[config.mk]
export PLATFORM = sky130hd
export DESIGN_NAME = motor_step_sequencer
export DESIGN_NICKNAME = d
export VERILOG_FILES = /design/src/rtl/motor_step_sequencer.sv
export SDC_FILE = /design/constraint.sdc
export NUM_CORES = 1
export LEC_CHECK = 0
export ABC_AREA = 1
export CAP_MARGIN = 20
export CORE_UTILIZATION = 40
export CTS_CLUSTER_DIAMETER = 50
export DETAILED_ROUTE_END_ITERATION = 6
export PLACE_DENSITY = 0.63
export SLEW_MARGIN = 20
export SYNTH_ARGS = -nofsm -noshare
export SYNTH_HDL_FRONTEND = slang
export SYNTH_SLANG_ARGS = --single-unit
export TNS_END_PERCENT = 100
[constraint.sdc]
create_clock -name clk -period 3.85 [get_ports clk]
set_input_delay 0.77 -clock clk [delete_from_list [all_inputs] [get_ports clk]]
set_output_delay 0.77 -clock clk [all_outputs]
set_load 0.01 [all_outputs]
[src/rtl/motor_step_sequencer.sv]
// motor_step_sequencer: N-phase, M-step commutation sequencer with a period ramp and force-stop.
// Define MOTOR_STEP_DIR_REV_EN to honour dirRev (reverse step order); otherwise the order is always forward.
module motor_step_sequencer #(
  parameter int CNT_W      = 25,
  parameter int SPLIT_W    = 2,
  parameter int PHASES     = 3,
  parameter int STEPS      = 12,
  parameter int ROUND_W    = 48,
  parameter int MIN_PERIOD = 2
) (
  input  logic                  clk,
  input  logic                  rst,
  input  logic                  start,
  input  logic                  stopReq,
  input  logic                  dirRev,
  input  logic [CNT_W-1:0]      periodSet,
  input  logic [CNT_W-1:0]      periodStep,
  input  logic [SPLIT_W-1:0]    splitMax,
  input  logic                  freqInc,
  input  logic                  freqDec,
  output logic [PHASES*4-1:0]   stepVec,
  output logic                  pwmActive,
  output logic [SPLIT_W-1:0]    splitStep,
  output logic [CNT_W-1:0]      cnt,
  output logic                  cntFirst,
  output logic                  cntLast,
  output logic                  stepTick,
  output logic [CNT_W-1:0]      periodCur,
  output logic [ROUND_W-1:0]    roundCnt,
  output logic [1:0]            state
);
  typedef enum logic [1:0] {IDLE = 2'd0, RUN = 2'd1, STOP = 2'd2} state_t;
  localparam int SEG = STEPS / PHASES;
  localparam logic [3:0] LAST = 4'(STEPS - 1);
  localparam logic [3:0] STEPS4 = 4'(STEPS);
  localparam logic [CNT_W-1:0] MINP = CNT_W'(MIN_PERIOD);
  state_t r_state;
  logic r_start_d1, r_first, r_pwm;
  logic [3:0] r_step0;
  logic [CNT_W-1:0] r_cnt, r_period;
  logic [SPLIT_W-1:0] r_split;
  logic [ROUND_W-1:0] r_round;
  logic [CNT_W-1:0] w_pset, w_ramp;
  logic [CNT_W:0] w_sub, w_add;
  logic [3:0] w_step_nxt;
  logic w_wrap;
  logic [PHASES*4-1:0] w_vec;
  assign w_pset = periodSet < MINP ? MINP : periodSet;
  assign w_sub = {1'b0, r_period} - {1'b0, periodStep};
  assign w_add = {1'b0, r_period} + {1'b0, periodStep};
  // Simultaneous inc and dec cancel; both directions saturate instead of wrapping.
  assign w_ramp = (freqInc && !freqDec) ? ((w_sub[CNT_W] || w_sub[CNT_W-1:0] < MINP) ? MINP : w_sub[CNT_W-1:0]) :
                  (freqDec && !freqInc) ? (w_add[CNT_W] ? '1 : w_add[CNT_W-1:0]) : r_period;
`ifdef MOTOR_STEP_DIR_REV_EN
  assign w_step_nxt = dirRev ? (r_step0 == 4'd0 ? LAST : r_step0 - 4'd1) : (r_step0 == LAST ? 4'd0 : r_step0 + 4'd1);
  assign w_wrap = dirRev ? r_step0 == 4'd0 : r_step0 == LAST;
`else
  logic w_unused_dir;
  assign w_unused_dir = dirRev;
  assign w_step_nxt = r_step0 == LAST ? 4'd0 : r_step0 + 4'd1;
  assign w_wrap = r_step0 == LAST;
`endif
  always_comb begin
    w_vec = '1;
    for (int k = 0; k < PHASES; k++)
      w_vec[4*k+:4] = r_state == RUN ? (r_step0 >= 4'(k*SEG) ? r_step0 - 4'(k*SEG) : r_step0 + STEPS4 - 4'(k*SEG)) :
                      r_state == STOP ? 4'hE : 4'hF;
  end
  always_ff @(posedge clk) begin
    r_start_d1 <= start;
    if (rst || !start) begin
      r_state  <= IDLE;
      r_cnt    <= '0;
      r_split  <= '0;
      r_step0  <= '0;
      r_round  <= '0;
      r_first  <= 1'b0;
      r_pwm    <= 1'b0;
      r_period <= w_pset;
    end else begin
      unique case (r_state)
        IDLE: begin
          r_period <= w_pset;
          if (!r_start_d1) begin
            r_state <= RUN;
            r_cnt   <= r_period;
            r_split <= splitMax;
            r_step0 <= '0;
            r_first <= 1'b1;
            r_pwm   <= 1'b1;
          end
        end
        RUN: begin
          r_period <= w_ramp;
          if (stopReq) begin
            r_state <= STOP;
            r_first <= 1'b0;
            r_pwm   <= 1'b0;
          end else if (r_cnt <= CNT_W'(1)) begin
            r_cnt   <= r_period;
            r_first <= 1'b1;
            r_split <= r_split == '0 ? splitMax : r_split - SPLIT_W'(1);
            if (r_split == '0) begin
              r_step0 <= w_step_nxt;
              if (w_wrap) r_round <= r_round + ROUND_W'(1);
            end
          end else begin
            r_cnt   <= r_cnt - CNT_W'(1);
            r_first <= 1'b0;
          end
        end
        STOP: r_period <= w_ramp;
        default: r_state <= IDLE;
      endcase
    end
  end
  assign stepVec   = w_vec;
  assign pwmActive = r_pwm;
  assign splitStep = r_split;
  assign cnt       = r_cnt;
  assign cntFirst  = r_first;
  assign cntLast   = r_cnt <= CNT_W'(1);
  assign stepTick  = cntLast && r_split == '0;
  assign periodCur = r_period;
  assign roundCnt  = r_round;
  assign state     = r_state;
endmodule

==> flow_summary.toml, run 1 <==
[routing]
drt_iter0_drc = 812
drt-total-wl_microns = 35300
drc = 0
vias_cell = 5.18
drt_first_pass_iters = 7
wire_per_inst_microns = 16.4
vias = 11200
antenna_violating_nets_post_route = 0

[grt]
via_count_of_the_first_global_routing_pass = 10500
grtUsageTotal_pct = 27.5
grt_pass1_wl_microns = 56000
grt_antenna_before_repair = 2
globalRouteOverflowTotal = 0
grt_start_max_net_pins = 47

[finish]
layout.cells.most_common = "sky130_fd_sc_hd__nand2_1"
syn2layout_area_growth_pct = 26.7
layout_common_cells = "sky130_fd_sc_hd__nand2_1, sky130_fd_sc_hd__inv_1, sky130_fd_sc_hd__nor2_1"
ant_diodes = 0
final_layout_size_suffix_gt1_share_pct = 6.46
layout.nets = 1944
final_design_instance_area_without_fill_sq_um = 12700
final_cells = 2151

[sta]
count_of_pins_over_their_slew_limit = 0
worst_pin_slew_ps = 907
number_of_setup_violations_in_the_final_report = 0
layout_worst_path_cycle_share_pct = 92.5
fin_hold_ws_ps = 487
grt_setup_unrepaired = "false"
min_period_ps = 3560
report.final.hold_viol_count = 0
fmax_mhz = 281
finalClockSkew_ps = 8.93
timing.max_slew.rel_slack_pct = 39.4

[outcome]
outcome = "complete, no violations"

[place]
io_buffers = 175
finalWeightedCongestion = 0.965
place.detailed.hpwl_microns = 29000
cell_count_post_placement = 2135
placed_cell_area_sq_um = 12400

[synthesis]
syn-num-nets = 1757
yosysSeqAreaShare_pct = 24.3
syn_avg_cell_area_sq_um = 6.13
synthSimpleGateAreaFrac_pct = 38.5
async_reset_ff_share_pct = 0
synth_top_family_by_area = "simple AND/OR/NAND/NOR gates"
yosysUniqueCellTypes = 52
yosysWarningCount = 0
synthesis.instances = 1635
post_synthesis_adder_cell_area_fraction_pct = 8.01
synth_compound_gate_area_share_pct = 13.7
ys.flop_type = "sky130_fd_sc_hd__dfxtp_1"
number_of_flops_mapped_to_enable_cells_by_yosys = 25
synth.area.mux_share_pct = 0
synthesis.area_sq_um = 10000
xor_and_xnor_fraction_of_the_mapped_netlist_area_pct = 4.19
synth.ff_latch_count = 109

[pwr]
internal-power_w = 0.00234
total_leakage_power_nw = 5.58
switching_power_w = 0.00143
pwr-share-clk_pct = 26.9
switching_share_of_power_pct = 37.9
power_frac_seq_pct = 34.4
combPwrFrac_pct = 38.7
power_per_cell_area_nw_per_um2 = 297
power.ir.vdd_worst_v = 0.000240

[worst_setup_path]
cpPeakStageDelay_ps = 520
cp_capture_type = "register"
required_ps = 3960
maximum_fanout_encountered_on_the_critical_timing_path = 7
worst_setup_path_start_kind = "primary input"
cp_slowest_cell = "sky130_fd_sc_hd__clkdlybuf4s50_1"
critical_path.most_common_cell = "sky130_fd_sc_hd__nand2_1"
ff2ff_path_depth = 21
critPathKind = "primary input to register"
cp_cell_sequence = "clkdlybuf4s50_1 -> ha_1 -> inv_1 -> fa_1 -> nand3_1 -> nand3_1 -> nand2_1 -> nand2_1 -> nand2_1 -> nand2_1 -> nand2_1 -> nand2_1 -> nor2_1 -> nand3_1 -> nor2_1 -> nand3_4 -> buf_12 -> nand3_2 -> nand2_1 -> nand2_1 -> nand2_1"
critical_path_arrival_ps = 3670

[clock_tree]
clock-root-buffer = "sky130_fd_sc_hd__clkbuf_16"
tritoncts = "built"
cts.clk_slew.worst_paths_ps = 80
cts-resized-gates = 0
cts_max_path_buffers = 2
cts_hold_buffers = 0
htreeDepth = 3
cts_made_buffers = 9
clkSinkCount = 109
postCtsSetupBuffers = 0
clock_network_latency_to_the_later_pin_of_the_worst_skew_pair_ps = 350

[min_path]
worstHoldPathCells = 2
holdCritPathClass = "register to register"

[die]
initial_utilization_pct = 41.0
core_region_area_sq_um = 24500
floorplan.die_area_sq_um = 25700
design.portCount = 177
fp.dieW_microns = 160
die_span_in_y_microns = 160
placementRows = 57

[run]
cap_viol_max_count = 0
layer usage:
metal / part of all wire (%) / global-route usage [%] / wire length, microns
met4: 2.1 / 6.58 / 734
met1: 48 / 39.3 / 16900
met2: 44 / 43.8 / 15400
met5: 0 / 0 / 0
met3: 6.4 / 3.62 / 2270
area by class of cell:
cell class	instances	area (sq um)
Fill cell	2536	11800
Multi-Input combinational cell	1238	6470
Sequential cell	109	2430
Timing Repair Buffer	225	2160
Inverter	239	897
Tap cell	324	405
Clock buffer	10	250
Clock inverter	6	76.3
cell families (layout without fill, tap and decap cells):
group	count (synthesis)	count (layout)
adders and majority gates	63	63
xor gates and xnor gates	48	48
AOI/OAI and AO/OA	244	244
DFF	109	109
and+or+nand+nor	883	883
buffers and inverters	288	480
critical path, delay by kind of cell:
kind,cells,cell delay [ps]
simple gates,16,1590
buf+inv,3,740
fa+ha+maj,2,550
power groups by stage:
stage                     clock [W]  sequential (W)  combinational [W]
after floorplan                   0         0.00130           0.000891
after global placement            0         0.00133            0.00143
after global routing        0.00107         0.00130            0.00163
after CTS                   0.00102         0.00130            0.00145
final                       0.00101         0.00130            0.00146
after detailed placement          0         0.00132            0.00144
cell usage after synthesis (all sizes together) (2+ instances only):
cell type / instances / share of area, %
a211oi: 5 / 0.37
a21boi: 5 / 0.37
a21oi: 117 / 6.0
a221oi: 5 / 0.44
a31oi: 2 / 0.12
buf: 23 / 1.4
clkbuf: 26 / 0.99
clkinv: 3 / 0.11
dfxtp: 84 / 17
edfxtp: 25 / 7.5
fa: 2 / 0.40
ha: 61 / 7.6
inv: 236 / 8.8
nand2: 472 / 18
nand3: 89 / 5.0
nand3b: 4 / 0.30
nand4: 33 / 2.1
nor2: 193 / 7.8
nor3: 50 / 2.6
nor3b: 3 / 0.22
nor4: 27 / 1.8
o211ai: 16 / 1.2
o21a: 7 / 0.52
o21ai: 75 / 3.7
o21bai: 4 / 0.30
o311ai: 3 / 0.26
or2: 10 / 0.62
xnor2: 5 / 0.44
xor2: 43 / 3.8
final timing paths:
path / startpoint / to / slack, ps
worst max-delay path: periodStep[0] / periodCur[19]$_DFFE_PP_ / 290
worst min-delay path: cntFirst$_SDFFE_PN0P_ / cntFirst$_SDFFE_PN0P_ / 490
worst max register to register: periodCur[0]$_DFFE_PP_ / periodCur[19]$_DFFE_PP_ / 540
worst min register to register: cntFirst$_SDFFE_PN0P_ / cntFirst$_SDFFE_PN0P_ / 490
sequential cells by signal, summed over array words and instances, names as in the netlist:
signal / count
roundCnt: 48
cnt: 25
periodCur: 25
r_step0: 4
splitStep: 2
state: 2
cntFirst: 1
pwmActive: 1
r_start_d1: 1
stage by stage:
step	utilization [%]	TNS [ps]	total power [W]	worst slack (ps)
floorplan	-	0	0.00220	634
global placement	50.6	0	0.00276	29.6
detailed placement	50.6	-291	0.00276	-35.8
CTS	51.9	0	0.00377	313
global route	51.9	0	0.00400	31.0
finish	51.9	0	0.00377	290
Note: power is estimated with default switching activity, not from simulation.
==> run 2: changes to the inputs <==
--- a/config.mk
+++ b/config.mk
@@ -7,6 +7,8 @@
 export LEC_CHECK = 0
 export ABC_AREA = 1
 export CAP_MARGIN = 20
+export CORE_ASPECT_RATIO = 1.75
+export CORE_MARGIN = 10
 export CORE_UTILIZATION = 40
 export CTS_CLUSTER_DIAMETER = 50
 export DETAILED_ROUTE_END_ITERATION = 6
==> flow_summary.toml, run 2 (same netlist as run 1, synthesis figures left out) <==
[sta]
report.final.hold_viol_count = 0
finalClockSkew_ps = 8.45
worst_pin_slew_ps = 911
fmax_mhz = 275
layout_worst_path_cycle_share_pct = 94.4
count_of_pins_over_their_slew_limit = 0
min_period_ps = 3630
number_of_setup_violations_in_the_final_report = 0
layout_setup_ws_ps = 217
timing.max_slew.rel_slack_pct = 39.2

[min_path]
holdCritPathClass = "register to register"

[pwr]
power.ir.vdd_worst_v = 0.000340
total_leakage_power_nw = 5.67
power_per_cell_area_nw_per_um2 = 292

[die]
core_region_area_sq_um = 24600
die_span_in_y_microns = 229
initial_utilization_pct = 40.7
placementRows = 76
fp.dieW_microns = 140
floorplan.die_area_sq_um = 32000
design.portCount = 177

[finish]
layout.cells.most_common = "sky130_fd_sc_hd__nand2_1"
syn2layout_area_growth_pct = 28.1
final_design_instance_area_without_fill_sq_um = 12800
layout.nets = 1973
final_layout_size_suffix_gt1_share_pct = 8.03
max_reg_flops = 48
layout_common_cells = "sky130_fd_sc_hd__nand2_1, sky130_fd_sc_hd__inv_1, sky130_fd_sc_hd__nor2_1"

[routing]
drt-total-wl_microns = 39600
wire_per_inst_microns = 18.3
drc = 0
antenna_violating_nets_post_route = 0
vias = 11300
vias_cell = 5.22
drt_first_pass_iters = 5
drt_iter0_drc = 486

[grt]
grt_pass1_wl_microns = 60700
grtUsageTotal_pct = 23.9
grt_antenna_before_repair = 0
via_count_of_the_first_global_routing_pass = 11500
globalRouteOverflowTotal = 0
grt_start_max_net_pins = 47

[worst_setup_path]
maximum_fanout_encountered_on_the_critical_timing_path = 8
worst_setup_path_start_kind = "primary input"
critical_path_arrival_ps = 3770
cp_cell_sequence = "clkdlybuf4s50_1 -> ha_1 -> inv_1 -> fa_1 -> nand3_1 -> nand3_1 -> nand2_1 -> nand2_1 -> nand2_1 -> nand2_1 -> nand2_1 -> nand2_1 -> nor2_2 -> nand3_2 -> nor2_4 -> nand3_4 -> buf_4 -> nand3_1 -> nand2_1 -> nand2_1 -> nand2_1"
cp_slowest_cell = "sky130_fd_sc_hd__clkdlybuf4s50_1"
required_ps = 3990
cp_top_family = "simple AND/OR/NAND/NOR gates"
critPathBufInv = 3
critical_path.most_common_cell = "sky130_fd_sc_hd__nand2_1"
cp_capture_type = "register"
cpPeakStageDelay_ps = 490
critPathKind = "primary input to register"

[place]
io_buffers = 175
place_ws_ps = -150
placed_cell_area_sq_um = 12500
place.detailed.hpwl_microns = 33300
finalWeightedCongestion = 0.968

[clock_tree]
cts_max_path_buffers = 2
postCtsSetupBuffers = 0
clock-root-buffer = "sky130_fd_sc_hd__clkbuf_16"
cts-resized-gates = 0
htreeDepth = 3
cts.clk_slew.worst_paths_ps = 80
cts_hold_buffers = 0
clock_network_latency_to_the_later_pin_of_the_worst_skew_pair_ps = 370
clkSinkCount = 109
tritoncts = "built"
cts_made_buffers = 9

[run]
cap_viol_max_count = 0

[outcome]
outcome = "complete, no violations"
-- run 2: cell count changes in the layout (fill, tap and decap cells not counted), moves of 2 or more --
cell | previous run | this run
sky130_fd_sc_hd__buf_12 | 3 | 1
sky130_fd_sc_hd__buf_4 | 47 | 78
sky130_fd_sc_hd__clkinv_4 | 3 | 1
sky130_fd_sc_hd__clkinvlp_4 | 0 | 2
sky130_fd_sc_hd__nor2_1 | 181 | 179
-- run 2: cell type report --
type / instances / area (sq um)
tap: 312 / 390
sequential: 109 / 2430
multi-input combinational: 1238 / 6480
antenna: 1 / 2.50
timing repair buffer: 254 / 2360
clock buffer: 10 / 229
inverter: 239 / 897
clock inverter: 6 / 48.8
fill: 2625 / 11800
-- run 2: power by group --
group	internal, W	leakage, nW	switching, W
clock	0.000446	0.131	0.000465
sequential	0.00122	0.945	0.0000716
combinational	0.000615	4.59	0.000936
total	0.00228	5.67	0.00147
-- run 2: through the flow --
stage                     total power, W  hold slack, ps  std cells  utilization, %  setup TNS (ps)
after global placement           0.00284             460       2152            50.9           -1860
after detailed placement         0.00285             463       2152            50.9           -2150
after floorplan                  0.00220             468       1635               -               0
after CTS                        0.00377             474       2168            52.1               0
after global routing             0.00399             495       2168            52.1           -5.94
final                            0.00375             470       2169            52.1               0
-- run 2: path summary, 6_finish.rpt --
| check | startpoint | end | slack, ps | cells after the start |
|---|---|---|---|---|
| worst min-delay path | cntFirst$_SDFFE_PN0P_ | cntFirst$_SDFFE_PN0P_ | 470 | 2 |
| worst min register to register | cntFirst$_SDFFE_PN0P_ | cntFirst$_SDFFE_PN0P_ | 470 | 2 |
| worst max-delay path | periodStep[0] | periodCur[3]$_DFFE_PP_ | 220 | 21 |
| worst max register to register | periodCur[0]$_DFFE_PP_ | periodCur[3]$_DFFE_PP_ | 570 | 21 |
-- run 2: routing by layer --
| metal | GRT usage, % | wire (microns) | vias up |
|---|---|---|---|
| met5 | 0 | 0 | - |
| met4 | 14.0 | 2330 | 0 |
| met3 | 5.30 | 1940 | 110 |
| met2 | 47.7 | 22100 | 296 |
| met1 | 20.7 | 13200 | 5191 |
| li1 | - | - | 5717 |
-- run 2: worst register-to-register path, cell delays in order (launching register included) --
cell,delay (ps)
sky130_fd_sc_hd__edfxtp_1,430
sky130_fd_sc_hd__inv_1,120
sky130_fd_sc_hd__ha_1,150
sky130_fd_sc_hd__inv_1,60
sky130_fd_sc_hd__fa_1,390
sky130_fd_sc_hd__nand3_1,100
sky130_fd_sc_hd__nand3_1,140
sky130_fd_sc_hd__nand2_1,110
sky130_fd_sc_hd__nand2_1,110
sky130_fd_sc_hd__nand2_1,120
sky130_fd_sc_hd__nand2_1,110
sky130_fd_sc_hd__nand2_1,80
sky130_fd_sc_hd__nand2_1,120
sky130_fd_sc_hd__nor2_2,140
sky130_fd_sc_hd__nand3_2,130
sky130_fd_sc_hd__nor2_4,160
sky130_fd_sc_hd__nand3_4,140
sky130_fd_sc_hd__buf_4,200
sky130_fd_sc_hd__nand3_1,60
sky130_fd_sc_hd__nand2_1,50
sky130_fd_sc_hd__nand2_1,60
sky130_fd_sc_hd__nand2_1,50
